### src/rtl/muldiv_seq_pkg.sv
// Shared types for the MULTU/DIVU sequencer:
// ALU op codes, multiply/divide select and FSM states.
package muldiv_seq_pkg;

  typedef enum logic [2:0] {
    ALU_AND = 3'b000,
    ALU_OR  = 3'b001,
    ALU_ADD = 3'b010,
    ALU_SUB = 3'b011,
    ALU_XOR = 3'b100,
    ALU_NOR = 3'b101
  } alu_op_e;

  localparam logic MD_MULTU = 1'b0;
  localparam logic MD_DIVU  = 1'b1;

  typedef enum logic [1:0] {
    MD_IDLE = 2'd0,
    MD_RUN  = 2'd1,
    MD_DONE = 2'd2
  } md_state_e;

endpackage

### src/rtl/muldiv_seq_alu.sv
// Combinational add/subtract/logic ALU; the MSB of the
// result doubles as carry (ADD) and negative/borrow (SUB).
import muldiv_seq_pkg::*;

module alu #(
  parameter int W = 33
) (
  input  logic [W-1:0] a_i,
  input  logic [W-1:0] b_i,
  input  alu_op_e      op_i,
  output logic [W-1:0] y_o,
  output logic         neg_o
);

  always_comb begin
    y_o = '0;
    unique case (op_i)
      ALU_AND: y_o = a_i & b_i;
      ALU_OR:  y_o = a_i | b_i;
      ALU_ADD: y_o = a_i + b_i;
      ALU_SUB: y_o = a_i - b_i;
      ALU_XOR: y_o = a_i ^ b_i;
      ALU_NOR: y_o = ~(a_i | b_i);
      default: y_o = '0;
    endcase
  end

  assign neg_o = y_o[W-1];

endmodule

### src/rtl/muldiv_seq.sv
// Multi-cycle unsigned MULTU/DIVU sequencer: shift-add
// multiply and restoring divide through one shared ALU.
import muldiv_seq_pkg::*;

module muldiv_seq #(
  parameter int WIDTH = 32
) (
  input  logic             clk,
  input  logic             reset,
  input  logic             start,
  input  logic             op,
  input  logic [WIDTH-1:0] a,
  input  logic [WIDTH-1:0] b,
  output logic             busy,
  output logic             done,
  output logic [WIDTH-1:0] hi,
  output logic [WIDTH-1:0] lo,
  output logic             div_by_zero
);

  localparam int CW = $clog2(WIDTH);

  md_state_e        state_q, state_d;
  logic             op_q, op_d;
  logic [WIDTH-1:0] d_q, d_d;
  logic [WIDTH-1:0] hi_q, hi_d;
  logic [WIDTH-1:0] lo_q, lo_d;
  logic [CW-1:0]    cnt_q, cnt_d;
  logic             dbz_q, dbz_d;

  logic [WIDTH:0]   alu_a, alu_b, alu_y;
  logic             alu_neg;
  alu_op_e          alu_op;

  // Divide feeds the shifted partial remainder; multiply
  // adds the multiplicand only when the multiplier LSB is set.
  always_comb begin
    alu_op = ALU_ADD;
    alu_a  = {1'b0, hi_q};
    alu_b  = '0;
    if (op_q == MD_DIVU) begin
      alu_op = ALU_SUB;
      alu_a  = {hi_q, lo_q[WIDTH-1]};
      alu_b  = {1'b0, d_q};
    end else if (lo_q[0]) begin
      alu_b  = {1'b0, d_q};
    end
  end

  alu #(
    .W(WIDTH+1)
  ) u_alu (
    .a_i  (alu_a),
    .b_i  (alu_b),
    .op_i (alu_op),
    .y_o  (alu_y),
    .neg_o(alu_neg)
  );

  always_comb begin
    state_d = state_q;
    op_d    = op_q;
    d_d     = d_q;
    hi_d    = hi_q;
    lo_d    = lo_q;
    cnt_d   = cnt_q;
    dbz_d   = dbz_q;
    case (state_q)
      MD_IDLE: begin
        if (start) begin
          op_d  = op;
          d_d   = (op == MD_DIVU) ? b : a;
          dbz_d = 1'b0;
          cnt_d = CW'(WIDTH-1);
          hi_d  = '0;
          if (op == MD_MULTU) begin
            lo_d    = b;
            state_d = MD_RUN;
          end else if (b != '0) begin
            lo_d    = a;
            state_d = MD_RUN;
          end else begin
            hi_d    = a;
            lo_d    = '1;
            dbz_d   = 1'b1;
            state_d = MD_DONE;
          end
        end
      end
      MD_RUN: begin
        cnt_d = cnt_q - 1'b1;
        if (op_q == MD_MULTU) begin
          hi_d = alu_y[WIDTH:1];
          lo_d = {alu_y[0], lo_q[WIDTH-1:1]};
        end else if (!alu_neg) begin
          hi_d = alu_y[WIDTH-1:0];
          lo_d = {lo_q[WIDTH-2:0], 1'b1};
        end else begin
          hi_d = alu_a[WIDTH-1:0];
          lo_d = {lo_q[WIDTH-2:0], 1'b0};
        end
        if (cnt_q == '0) state_d = MD_DONE;
      end
      MD_DONE: state_d = MD_IDLE;
      default: state_d = MD_IDLE;
    endcase
  end

  always_ff @(posedge clk) begin
    if (reset) begin
      state_q <= MD_IDLE;
      op_q    <= MD_MULTU;
      d_q     <= '0;
      hi_q    <= '0;
      lo_q    <= '0;
      cnt_q   <= '0;
      dbz_q   <= 1'b0;
    end else begin
      state_q <= state_d;
      op_q    <= op_d;
      d_q     <= d_d;
      hi_q    <= hi_d;
      lo_q    <= lo_d;
      cnt_q   <= cnt_d;
      dbz_q   <= dbz_d;
    end
  end

  assign busy        = (state_q != MD_IDLE);
  assign done        = (state_q == MD_DONE);
  assign hi          = hi_q;
  assign lo          = lo_q;
  assign div_by_zero = dbz_q;

endmodule

### config.mk
export PLATFORM = sky130hd
export DESIGN_NAME = muldiv_seq
export DESIGN_NICKNAME = d
export VERILOG_FILES = /design/src/rtl/muldiv_seq_pkg.sv /design/src/rtl/muldiv_seq_alu.sv /design/src/rtl/muldiv_seq.sv
export SDC_FILE = /design/constraint.sdc
export NUM_CORES = 1
export LEC_CHECK = 0
export CORE_AREA = 5 5 167 169
export DETAILED_ROUTE_END_ITERATION = 8
export DIE_AREA = 0 0 172 174
export PLACE_DENSITY = 0.62
export SETUP_SLACK_MARGIN = 0.3
export SYNTH_ARGS = -nofsm -noshare
export SYNTH_HDL_FRONTEND = slang
export SYNTH_SLANG_ARGS = --single-unit
### constraint.sdc
create_clock -name clk -period 4.8 [get_ports clk]
set_input_delay 0.72 -clock clk [delete_from_list [all_inputs] [get_ports clk]]
set_output_delay 0.72 -clock clk [all_outputs]
set_load 0.05 [all_outputs]
=== Word level (Yosys, flattened, before mapping) ===
Cells that the tools add are included.

* Flip-flop bits (word level): 105
* Input port bits: 68
* Output and inout bits: 67
* Logic and storage cells: 59

* $add $sub $neg: 3
* Equal/unequal tests: 9
* Muxes and demuxes: 27
* Bitwise gates (word level): 4
* Reduce and logical (&&, ||, !) cells: 9

{| class="wikitable"
|+ Operators by type and width
! cell !! number
|-
| $mux 32 || 12
|-
| $pmux 33 s6 || 1
|-
| $pmux 32 s2 || 2
|-
| $add 33x32->33 || 1
|-
| $and 33x32->33 || 1
|-
| $mux 33 || 1
|-
| $not 33->33 || 1
|-
| $or 33x32->33 || 1
|-
| $sub 33x32->33 || 1
|-
| $xor 33x32->33 || 1
|-
| $reduce_bool 32->1 || 1
|-
| $pmux 5 s2 || 1
|-
| $mux 2 || 4
|-
| $eq 2x2->1 const B || 3
|-
| $eq 2x3->1 const B || 2
|-
| $reduce_and 2->1 || 3
|-
| $logic_not 5->1 || 1
|-
| $mux 5 || 1
|-
| $sub 5x1->5 const B || 1
|-
| $eq 2x1->1 const B || 2
|-
| $mux 1 || 4
|-
| $ne 2x2->1 const B || 2
|-
| $pmux 2 s2 || 1
|-
| $reduce_bool 2->1 || 2
|-
| 2 further kinds || 2
|}

=== Longest topological paths before layout ===
Gate-level depths: netlist (run 1).

* Depth after elaboration: 8
* Gate-level depth with buffers: 22
* Mapped depth without buffers: 20

=== By module ===
A second synthesis (run 1) with hierarchy kept.

* Cell total of the unflattened synthesis: 1516
* Area, all modules: 11867.6 µm²

{| class="wikitable"
|+ Modules (own cells, without submodules)
! module !! times used !! cells each !! area an instance (µm²) !! sequential area each (µm²)
|-
| muldiv_seq || 1 || 817 || 6967.9 || 2102.0
|-
| alu || 1 || 699 || 4899.7 || 0.0
|}

=== Worst setup path before layout (run 1) ===
No wires, ideal clock.

* Path kind: flip-flop to flip-flop
* Start: register lo_q[0], in the netlist lo[0]
* End: register hi_q[8], in the netlist hi[8]
* Library setup time: 138 ps
* Arrival time: 4787 ps
* Data required time: 4662 ps
* Path slack: -125 ps
* Cell stages (with the launch flop): 23
* Buffers on the path: 2
* Period minus slack after synthesis: 4925 ps
* Cells stage by stage: dfxtp_1 -> inv_1 -> nand2_1 -> clkbuf_1 -> nand2_1 -> ha_1 -> nor3b_1 -> a32oi_1 -> a21oi_1 -> o21ai_0 -> a21oi_1 -> a21oi_1 -> a21oi_1 -> ha_1 -> and3_1 -> nand2_1 -> or4_1 -> o22ai_2 -> o21ai_4 -> xnor2_2 -> buf_4 -> mux2i_1 -> o221ai_1

* Cells in the longest elaborated chain, start to end: 8
* Elaborated cells between the ends (all ways): 12
* Those cells by class: 2 x add/sub; 6 x mux; 4 x bitwise

{| class="wikitable"
|+ RTL lines
! element !! RTL line !! RTL
|-
| start, declared || muldiv_seq.sv:27 || <nowiki>logic [WIDTH-1:0] lo_q, lo_d;</nowiki>
|-
| start signal, assigned || muldiv_seq.sv:123 || <nowiki>lo_q <= lo_d;</nowiki>
|-
| $mux 32 (*) || muldiv_seq.sv:45 || <nowiki>end else if (lo_q[0]) begin</nowiki>
|-
| $mux 32 (*) || muldiv_seq.sv:41 || <nowiki>if (op_q == MD_DIVU) begin</nowiki>
|-
| branches (longest 2 deep; another with $sub 33x32->33) || -- ||
|-
| $pmux 33 s6 (*) || muldiv_seq_alu.sv:17 || <nowiki>unique case (op_i)</nowiki>
|-
| $mux 32 || muldiv_seq.sv:95 || <nowiki>end else if (!alu_neg) begin</nowiki>
|-
| $mux 32 (*) || muldiv_seq.sv:92 || <nowiki>if (op_q == MD_MULTU) begin</nowiki>
|-
| $pmux 32 s2 (*) || muldiv_seq.sv:68 || <nowiki>case (state_q)</nowiki>
|-
| end signal, assigned || muldiv_seq.sv:122 || <nowiki>hi_q <= hi_d;</nowiki>
|-
| end, declared || muldiv_seq.sv:26 || <nowiki>logic [WIDTH-1:0] hi_q, hi_d;</nowiki>
|}

Mark *: on every way between the ends.
A chain may end at the register's enable or synchronous reset.

=== Worst setup path in the final report (run 1) ===
* Start: register d_q[3]
* End: register hi_q[7], in the netlist hi[7]

* Cells in the longest elaborated chain, start to end: 7
* Elaborated cells between the ends (all ways): 8
* Those cells by class: 2 x add/sub; 6 x mux

{| class="wikitable"
|+ RTL lines
! element !! RTL line !! RTL
|-
| start, declared || muldiv_seq.sv:25 || <nowiki>logic [WIDTH-1:0] d_q, d_d;</nowiki>
|-
| start signal, assigned || muldiv_seq.sv:113 || <nowiki>d_q <= '0;</nowiki>
|-
| start signal, assigned || muldiv_seq.sv:121 || <nowiki>d_q <= d_d;</nowiki>
|-
| $mux 32 || muldiv_seq.sv:45 ||
|-
| $mux 32 (*) || muldiv_seq.sv:41 ||
|-
| $sub 33x32->33 or $add 33x32->33 (tied branches) || muldiv_seq_alu.sv:21, muldiv_seq_alu.sv:20 ||
|-
| $pmux 33 s6 (*) || muldiv_seq_alu.sv:17 ||
|-
| $mux 32 || muldiv_seq.sv:95 ||
|-
| $mux 32 (*) || muldiv_seq.sv:92 ||
|-
| $pmux 32 s2 (*) || muldiv_seq.sv:68 ||
|}

Every way passes the cells marked *; elsewhere a longest branch is shown, timed or not.

==> results of run 1 <==
==> synthesized netlist by cell type (6+ instances only) <==
library cell  instances
xor2_1               13
xnor2_1              22
or3_1                 9
o21ai_0              43
nor2_1              131
mux2_2               31
nor3_1               15
nand2_1              73
nand4_1               8
ha_1                 35
o21ai_1              19
inv_1                14
nor2b_1               8
nand3_1              14
buf_1                13
o22ai_1               6
mux2i_1             122
a31oi_1              11
a21oi_1             124
a221oi_1             33
o221ai_1              9
a21o_1               18
nand2b_1             13
dfxtp_1             105
nor4_1               17
clkbuf_1             62
o31ai_1               6
a22oi_1              21
a211oi_1             46
==> logic make-up after synthesis <==
logic type / Yosys count / synth area share [%]
adder cells (fa/ha/maj): 36 / 5.08
multiplexers: 154 / 17.5
AND/OR/NAND/NOR: 324 / 17.0
XOR/XNOR: 37 / 3.76
buffers and inverters: 97 / 4.30
flip-flops: 105 / 23.3
AO/OA/AOI/OAI: 391 / 29.0
==> how the worst max path moves through the flow <==
stage / endpoint / start / slack (ps)
floorplan: hi[13]$_SDFFE_PP0P_ / d_q[3]$_SDFFE_PP0P_ / 140
global placement: hi[25]$_SDFFE_PP0P_ / d_q[3]$_SDFFE_PP0P_ / 10
detailed placement: hi[24]$_SDFFE_PP0P_ / d_q[3]$_SDFFE_PP0P_ / -60
CTS: hi[25]$_SDFFE_PP0P_ / d_q[3]$_SDFFE_PP0P_ / 120
global route: hi[7]$_SDFFE_PP0P_ / d_q[3]$_SDFFE_PP0P_ / -140
finish: hi[7]$_SDFFE_PP0P_ / d_q[3]$_SDFFE_PP0P_ / 80
==> state kept, by name, summed over array words and instances (netlist names) <==
register and flops:
hi 32, div_by_zero 1, op_q 1, state_q 2, lo 32, d_q 32, cnt_q 5
==> per-layer routing <==
metal / vias to the layer above / share of wire (%)
li1: 4637 / -
met1: 4578 / 47
met2: 404 / 44
met3: 42 / 7.0
met4: 0 / 2.2
met5: - / 0
==> layout make-up <==
type | count | share of cell area (%)
clock buffer | 9 | 1.92
clock inverter | 7 | 0.597
inverter | 14 | 0.448
multi-input combinational | 942 | 57.6
sequential | 105 | 18.0
tap | 341 | 3.63
timing repair buffer | 218 | 17.8
==> timing repair <==
action,CTS,global route
pin swaps,11,6
gates cloned,2,0
gates resized for setup,32,20
setup endpoints to repair,33,33
setup buffers,18,2
==> through the flow <==
| stage | area (µm²) | TNS (ps) | hold WS (ps) |
|---|---|---|---|
| final | 11700 | 0 | 520 |
| after global routing | 11700 | -1440 | 545 |
| after CTS | 11700 | 0 | 520 |
| after detailed placement | 11000 | -230 | 491 |
| after global placement | 11000 | 0 | 469 |
| after floorplan | 9090 | 0 | 489 |
==> worst max-delay path: cells and delay by family, from the launching register on <==
family                     cells  cell delay, ps
AOI/OAI and AO/OA              8            1140
muxes                          1             190
and+or+nand+nor                6            1930
adders and majority gates      1             330
xor gates and xnor gates       1             190
DFF                            1             320
buffers and inverters          4             470
==> power groups by stage <==
| stage | Combinational, mW | Clock [mW] | Sequential, mW |
|---|---|---|---|
| 6_report | 6.08 | 0.763 | 1.38 |
| 5_1_grt | 6.54 | 0.808 | 1.42 |
| 4_1_cts | 5.90 | 0.772 | 1.37 |
| 3_5_place_dp | 5.38 | 0 | 1.39 |
| 3_3_place_gp | 5.35 | 0 | 1.39 |
| 2_1_floorplan | 3.42 | 0 | 1.78 |
==> flow_metrics.tcl, run 1 <==
set metrics [dict create \
    clockBufferDepth 2 \
    r2r_slack_ps 80 \
    dp_hpwl_mm 24.6 \
    tightest_slew_ps 928 \
    synth_area_um2 9020 \
    pwr_density_cell_nw_per_um2 700 \
    final_layout_size_suffix_gt1_share_pct 15.3 \
    p_sw_mw 4.14 \
    insertedDiodeCount 0 \
    drt-initial-drc-count 734 \
    antenna_found_initial 0 \
    hold_class "flop to flop" \
    yosysSeqAreaShare_pct 23.3 \
    htree_num_levels 3 \
    crit_fanout 5 \
    clkTransAtPathRegs_ps 80 \
    cts-root-buf "clkbuf_16" \
    required_ps 5020 \
    drc 0 \
    synth_cell_type_count 79 \
    pwr-share-comb_pct 74.0 \
    initial_core_util_pct 34.1 \
    viasPerCell 5.91 \
    finClkSkew_ps 8.53 \
    grt_use_total_pct 21.1 \
    cts_buffers 9 \
    die-width_um 172 \
    synthFlopType "dfxtp_1" \
    slew_headroom_pct 38.2 \
    async_flop_share_pct 0 \
    rsz0062_at_grt "yes" \
    grt_busiest_layer "met2" \
    fmax_mhz 212 \
    min_from "div_by_zero$_SDFFE_PP0P_" \
    io_pins 135 \
    grtUsageMet2_pct 31.9 \
    clock_sinks 105 \
    p_leak_nw 4.59 \
    regArea_um2 2110 \
    fin_nets 1394 \
    maxCapViolCount 0 \
    slowest_delay_ps 530 \
    crit_type "flop to flop" \
    dp_slack_ps -62.2 \
    firstDrtPassIters 5 \
    dr_total_vias 9661 \
    ant_nets 0 \
    maxSlewViolCount 0 \
    cts_tree "done" \
    num-fill-cells 2668 \
    synthTopCellsByArea "dfxtp_1 (23%), mux2i_1 (14%), a21oi_1 (6.9%)" \
    pwr-share-clk_pct 9.3 \
    dp.cells 1598 \
    worstSetupStartpointType "flop" \
    final_common_cell "clkdlybuf4s50_1" \
    crit_chain "or4_4 -> or4_4 -> o31ai_4 -> o21a_1 -> buf_6 -> a21oi_4 -> or2_1 -> o21ai_1 -> o21ai_1 -> ha_1 -> and3_4 -> nand2_2 -> or4_4 -> o22ai_4 -> o21ai_4 -> xnor2_4 -> buf_12 -> buf_6 -> buf_8 -> mux2i_1 -> o221ai_1" \
    syn-mean-instance-area_um2 7.88 \
    reg2reg_from "d_q[3]$_SDFFE_PP0P_" \
    multi_input_area_um2 6770 \
    reg2reg_to "hi[7]$_SDFFE_PP0P_" \
    worst_setup_path_end_kind "flop" \
    critPathSlowestCell "or4_4" \
    routabilityCongestion 0.896 \
    area_delta_synth_final_pct 30.2 \
    yosysWarnings 0 \
    worst-r2r-cell-count 21 \
    worst_slack_ps 77.1 \
    clkLatencyLatePin_ps 360 \
    grt.overflow.total 0 \
    synth.top_cell.area_share_pct 23.3 \
    grt_max_degree 112 \
    p_int_mw 4.09 \
    crit_path_frequent_cell "or4_4" \
    rows 60 \
    coreArea_um2 26400 \
    die_area_um2 29900 \
    synth-seq-cells 105 \
    cp.arrival_ps 4940 \
    final_core_util_pct 44.4 \
    die_h_um 174 \
    synthCells 1144 \
    port_buffers 134 \
    status "finished, final reports clean" \
    cts_hold_buf 0 \
    hold_depth 2 \
    finalCritPeriodShare_pct 98.4 \
    globalRouteMet3Util_pct 3.37 \
    yosysTopAreaCell "dfxtp_1" \
    grt_pass1_wl_mm 51.0 \
    setup_viol 0 \
    period_needed_ps 4720 \
    grt_pass1_vias 9131 \
    p_seq_share_pct 16.8 \
    hold_viol_final 0 \
    ir_worst_vdd_v 0.000269 \
    swShare_pct 50.3 \
    hold_end "div_by_zero$_SDFFE_PP0P_" \
    power.total_mw 8.22 \
    stdcell_count 1636 \
    routedWlPerCell_um 20.0 \
    syn_nets 1248 \
    wl_mm 32.8 \
    synth_edf_count 0 \
    met1_usage_pct 31.0 \
    most-common-layout-cells "clkdlybuf4s50_1 (132), nor2_1 (128), mux2i_1 (121)" \
]
Note: power is estimated with default switching activity, not from simulation.
==> run 2: changes to the inputs <==
--- a/config.mk
+++ b/config.mk
@@ -8,7 +8,7 @@
 export CORE_AREA = 5 5 167 169
 export DETAILED_ROUTE_END_ITERATION = 8
 export DIE_AREA = 0 0 172 174
-export PLACE_DENSITY = 0.62
+export PLACE_DENSITY = 0.66
 export SETUP_SLACK_MARGIN = 0.3
 export SYNTH_ARGS = -nofsm -noshare
 export SYNTH_HDL_FRONTEND = slang
==> run 2 against run 1 <==
Design area fell by 0.19%. Flip-flop and latch count did not move. Die area did not move. Critical path depth fell by 2. Count of clock-buffer cells in the layout rose by 1. First-iteration DRC count rose by 6.9%. Total power fell by 0.37%. Global-route usage fell by 0.093 points. Core utilization fell by 0.085 points. Largest power group unchanged. Clock skew rose by 5.1 ps. Sequential share of layout area barely moved.
==> flow_metrics.tcl, run 2 (synthesis gave the netlist of run 1 again) <==
set metrics [dict create \
    status "finished, final reports clean" \
    critPathSlowestCell "or4_4" \
    regArea_um2 2110 \
    crit_chain "or4_4 -> or4_4 -> o31ai_4 -> o21a_1 -> a21boi_2 -> nand2_1 -> nand2_1 -> a21oi_2 -> ha_1 -> nand2_2 -> a32o_2 -> or4_4 -> o22ai_4 -> o21ai_4 -> xnor2_4 -> buf_12 -> buf_8 -> or3_4 -> a41oi_2" \
    grt.overflow.total 0 \
    crit_type "flop to flop" \
    die-width_um 172 \
    slowest_delay_ps 530 \
    p_leak_nw 4.59 \
    die_h_um 174 \
    setup_viol 0 \
    worst_setup_path_end_kind "flop" \
    firstDrtPassIters 6 \
    dp_hpwl_mm 24.3 \
    tightest_slew_ps 869 \
    clkLatencyLatePin_ps 360 \
    routedWlPerCell_um 19.7 \
    rows 60 \
    num-fill-cells 2652 \
    area_delta_synth_final_pct 29.9 \
    cts_hold_buf 0 \
    reg2reg_from "d_q[3]$_SDFFE_PP0P_" \
    fmax_mhz 213 \
    cts-root-buf "clkbuf_16" \
    cts_buffers 9 \
    drc 0 \
    finClkSkew_ps 13.6 \
    htree_num_levels 3 \
    crit_start "d_q[3]$_SDFFE_PP0P_" \
    wl_mm 32.2 \
    required_ps 5080 \
    grt_use_total_pct 21.0 \
    grt_pass1_vias 9227 \
    slew_headroom_pct 41.8 \
    grt_pass1_wl_mm 51.3 \
    drt-initial-drc-count 785 \
    grt_max_degree 111 \
    fin_nets 1394 \
    antenna_found_initial 0 \
    cts_tree "done" \
    final_common_cell "clkdlybuf4s50_1" \
    most-common-layout-cells "clkdlybuf4s50_1 (132), nor2_1 (128), mux2i_1 (120)" \
    finalCritPeriodShare_pct 97.7 \
    period_needed_ps 4690 \
    insertedDiodeCount 0 \
    final_layout_size_suffix_gt1_share_pct 15.3 \
    hold_class "flop to flop" \
    die_area_um2 29900 \
    initial_core_util_pct 34.1 \
    pwr_density_cell_nw_per_um2 699 \
    crit_path_frequent_cell "or4_4" \
    cp.arrival_ps 4970 \
    multi_input_area_um2 6760 \
    viasPerCell 5.86 \
    clockBufferDepth 2 \
    clkTransAtPathRegs_ps 80 \
    worst_slack_ps 112 \
    hold_viol_final 0 \
    rsz0062_at_grt "yes" \
    ant_nets 0 \
    maxCapViolCount 0 \
    io_pins 135 \
    crit_fanout 7 \
    power.total_mw 8.19 \
    worstSetupStartpointType "flop" \
    ir_worst_vdd_v 0.000331 \
    routabilityCongestion 0.941 \
    port_buffers 134 \
    dp_slack_ps -44.2 \
    clock_sinks 105 \
    min_from "div_by_zero$_SDFFE_PP0P_" \
    dr_total_vias 9587 \
    maxSlewViolCount 0 \
    coreArea_um2 26400 \
]
==> run 2: critical path: cells and delay by family, from the launching register on <==
| kind | cells | cell delay, ps |
|---|---|---|
| AO/OA/AOI/OAI | 8 | 1390 |
| XOR/XNOR | 1 | 140 |
| adder cells (fa/ha/maj) | 1 | 340 |
| buffers and inverters | 2 | 300 |
| flip-flops | 1 | 320 |
| AND/OR/NAND/NOR | 7 | 2090 |
==> run 2: report_power, final <==
group	total [mW]	internal [mW]	switching (mW)
Combinational	6.08	2.62	3.46
Sequential	1.37	1.08	0.286
Clock	0.747	0.367	0.381
Total	8.19	4.07	4.12
==> run 2: worst paths after layout <==
check	to	slack (ps)	cells after the start
hold reg to reg	div_by_zero$_SDFFE_PP0P_	520	2
setup / recovery	hi[16]$_SDFFE_PP0P_	110	19
setup reg to reg	hi[16]$_SDFFE_PP0P_	110	19
hold / removal	div_by_zero$_SDFFE_PP0P_	520	2
==> run 2: area by class of cell <==
class | count | area share (%)
Sequential cell | 105 | 18.0
Clock inverter | 6 | 0.491
Tap cell | 341 | 3.64
Multi-Input combinational cell | 942 | 57.7
Timing Repair Buffer | 218 | 17.8
Inverter | 14 | 0.448
Clock buffer | 10 | 1.95
==> run 2: stage by stage <==
| step | cells | setup TNS, ps | hold slack (ps) | cell area, µm² | util, % |
|---|---|---|---|---|---|
| after floorplan | 1144 | 0 | 489 | 9090 | - |
| after global placement | 1605 | 0 | 475 | 11000 | 41.8 |
| after detailed placement | 1605 | -226 | 486 | 11000 | 41.8 |
| after CTS | 1632 | 0 | 509 | 11600 | 43.8 |
| after global routing | 1636 | -176 | 533 | 11700 | 44.4 |
| final | 1636 | 0 | 515 | 11700 | 44.4 |
==> run 2: what timing repair did <==
action,4_1_cts,5_1_grt
cloned,1,1
endpoints found under the setup margin,33,33
resized for setup,23,29
setup buffers,10,3
pin swaps,10,21
==> run 2: per-layer routing <==
metal	vias up	track usage, %	wire length, µm
met5	-	0	0
met4	0	5.70	714
met3	43	2.82	2080
met2	364	32.3	14300
met1	4540	30.8	15200
li1	4640	-	-
==> run 3: changes to the inputs <==
--- a/config.mk
+++ b/config.mk
@@ -5,9 +5,10 @@
 export SDC_FILE = /design/constraint.sdc
 export NUM_CORES = 1
 export LEC_CHECK = 0
-export CORE_AREA = 5 5 167 169
+export CORE_AREA = 5 5 153 184
 export DETAILED_ROUTE_END_ITERATION = 8
-export DIE_AREA = 0 0 172 174
+export DIE_AREA = 0 0 158 189
+export GPL_TIMING_DRIVEN = 0
 export PLACE_DENSITY = 0.66
 export SETUP_SLACK_MARGIN = 0.3
 export SYNTH_ARGS = -nofsm -noshare
==> run 3 against run 2 <==
The run now ends with negative setup slack left. Core utilization increased by 0.83 points. Die area down 0.22%. Wire length grew 17%. Count of clock-buffer cells in the layout fell by 1. Via count up 5.3%. Worst setup slack got worse by 310 ps. Sequential power about the same. Design area up 0.65%. Critical path type unchanged. Total power increased by 2.5%.
==> flow_metrics.tcl, run 3 (synthesis gave the netlist of run 1 again) <==
set metrics [dict create \
    grt_pass1_wl_mm 56.4 \
    fmax_mhz 200 \
    rows 65 \
    final_layout_size_suffix_gt1_share_pct 12.4 \
    routabilityCongestion 0.939 \
    fin_nets 1423 \
    clockBufferDepth 2 \
    cp.buffers_inverters 6 \
    slew_headroom_pct 36.4 \
    maxSlewViolCount 0 \
    status "finished with violations" \
    finalCritPeriodShare_pct 104 \
    tightest_slew_ps 953 \
    crit_family "simple AND/OR/NAND/NOR gates" \
    clkTransAtPathRegs_ps 90 \
    cts_buffers 9 \
    cts-root-buf "clkbuf_16" \
    required_ps 5060 \
    grt_max_degree 20 \
    setup_viol 33 \
    critPathSlowestCell "or4_4" \
    wl_mm 37.7 \
    most-common-layout-cells "clkdlybuf4s50_1 (133), nor2_1 (131), mux2i_1 (119)" \
    place_area_um2 10800 \
    pwr_density_cell_nw_per_um2 712 \
    p_leak_nw 4.54 \
    worstSetupStartpointType "flop" \
    insertedDiodeCount 0 \
    design_area_um2 11800 \
    maxCapViolCount 0 \
    die-width_um 158 \
    hold_viol_final 0 \
    firstDrtPassIters 5 \
    dr_total_vias 10100 \
    crit_type "flop to flop" \
    cts_tree "done" \
    grt_pass1_vias 9991 \
    hold_class "flop to flop" \
    slowest_delay_ps 510 \
    final_common_cell "clkdlybuf4s50_1" \
    period_needed_ps 5000 \
    crit_fanout 10 \
    antenna_found_initial 0 \
    io_pins 135 \
    violations "negative setup slack" \
    clkLatencyLatePin_ps 360 \
    htree_num_levels 3 \
    cts_hold_buf 0 \
    port_buffers 133 \
    final_core_util_pct 45.2 \
    die_h_um 189 \
    grt.overflow.total 0 \
    worst_setup_path_end_kind "flop" \
    worst_slack_ps -202 \
    area_delta_synth_final_pct 30.8 \
    ant_nets 0 \
    coreArea_um2 26100 \
    ir_worst_vdd_v 0.000212 \
    drc 0 \
    drt-initial-drc-count 948 \
    clock_sinks 105 \
    die_area_um2 29900 \
    rsz0062_at_grt "yes" \
    initial_core_util_pct 34.6 \
    finClkSkew_ps 15.7 \
    cp.arrival_ps 5260 \
    routedWlPerCell_um 22.7 \
    grt_use_total_pct 24.2 \
    crit_chain "inv_6 -> nand2_2 -> clkbuf_4 -> nand2_1 -> ha_4 -> nor3b_1 -> a32oi_1 -> a21oi_1 -> buf_4 -> nor2_1 -> xor2_1 -> ha_1 -> and4_4 -> nand2_1 -> or4_4 -> o22ai_4 -> o21ai_4 -> xnor2_4 -> buf_12 -> buf_12 -> buf_16 -> mux2i_1 -> a221oi_1" \
    dp_hpwl_mm 29.8 \
    viasPerCell 6.09 \
]
[run 3: cell types whose count changed in the layout (fill, tap and decap cells not counted), sizes merged]
cell,delta
bufbuf,+1
clkbuf,+61
clkinvlp,+1
bufinv,+2
buf,-35
clkdlybuf4s50,+1
clkinv,-2
[run 3: layer usage]
| metal | vias up | wire, µm | GRT usage (%) |
|---|---|---|---|
| met5 | - | 0 | 0 |
| met4 | 0 | 2130 | 13.6 |
| met3 | 116 | 2190 | 2.56 |
| met2 | 466 | 18400 | 41.4 |
| met1 | 4815 | 15000 | 29.2 |
| li1 | 4700 | - | - |
[run 3: per-stage QoR]
step / total power, mW / hold slack [ps] / TNS, ps / instances / worst slack [ps]
2_1_floorplan: 5.20 / 489 / 0 / 1144 / 142
3_3_place_gp: 6.57 / 509 / -28760 / 1612 / -970
3_5_place_dp: 6.63 / 518 / -30320 / 1612 / -1040
4_1_cts: 8.13 / 528 / -3250 / 1655 / -187
5_1_grt: 8.87 / 561 / -8080 / 1659 / -321
6_report: 8.40 / 532 / -3480 / 1659 / -202
[run 3: path summary, 6_finish.rpt]
kind,start,endpoint,slack (ps),cells past startpoint
setup / recovery,lo[0]$_SDFFE_PP0P_,hi[23]$_SDFFE_PP0P_,-200,23
hold / removal,cnt_q[1]$_SDFFE_PP0P_,cnt_q[1]$_SDFFE_PP0P_,530,2
setup reg to reg,lo[0]$_SDFFE_PP0P_,hi[23]$_SDFFE_PP0P_,-200,23
hold reg to reg,cnt_q[1]$_SDFFE_PP0P_,cnt_q[1]$_SDFFE_PP0P_,530,2
[run 3: power breakdown]
group | total (mW) | switching, mW | internal, mW | leakage [nW]
clock | 0.856 | 0.386 | 0.470 | 0.160
sequential | 1.39 | 0.312 | 1.08 | 0.869
combinational | 6.15 | 3.53 | 2.61 | 3.51
total | 8.40 | 4.23 | 4.17 | 4.54
[run 3: repair_timing]
item	CTS	global route
endpoints found under the setup margin	33	33
gates cloned	3	0
gates resized for setup	48	33
pin swaps	24	14
buffers inserted	24	4
[run 3: worst register-to-register path: stages (launching register included)]
cell and delay [ps]:
dfxtp_2 390, inv_6 140, nand2_2 140, clkbuf_4 230, nand2_1 150, ha_4 220
nor3b_1 190, a32oi_1 140, a21oi_1 270, buf_4 160, nor2_1 40, xor2_1 230
ha_1 410, and4_4 280, nand2_1 110, or4_4 510, o22ai_4 230, o21ai_4 120
xnor2_4 140, buf_12 160, buf_12 130, buf_16 130, mux2i_1 110, a221oi_1 290
[run 3: cell type report]
type,instances,area (µm²)
Clock inverter,7,108
Sequential cell,105,2110
Clock buffer,9,225
Fill cell,2564,14300
Buffer,83,402
Timing Repair Buffer,164,1690
Multi-Input combinational cell,942,6780
Tap cell,335,419
Inverter,14,60.1
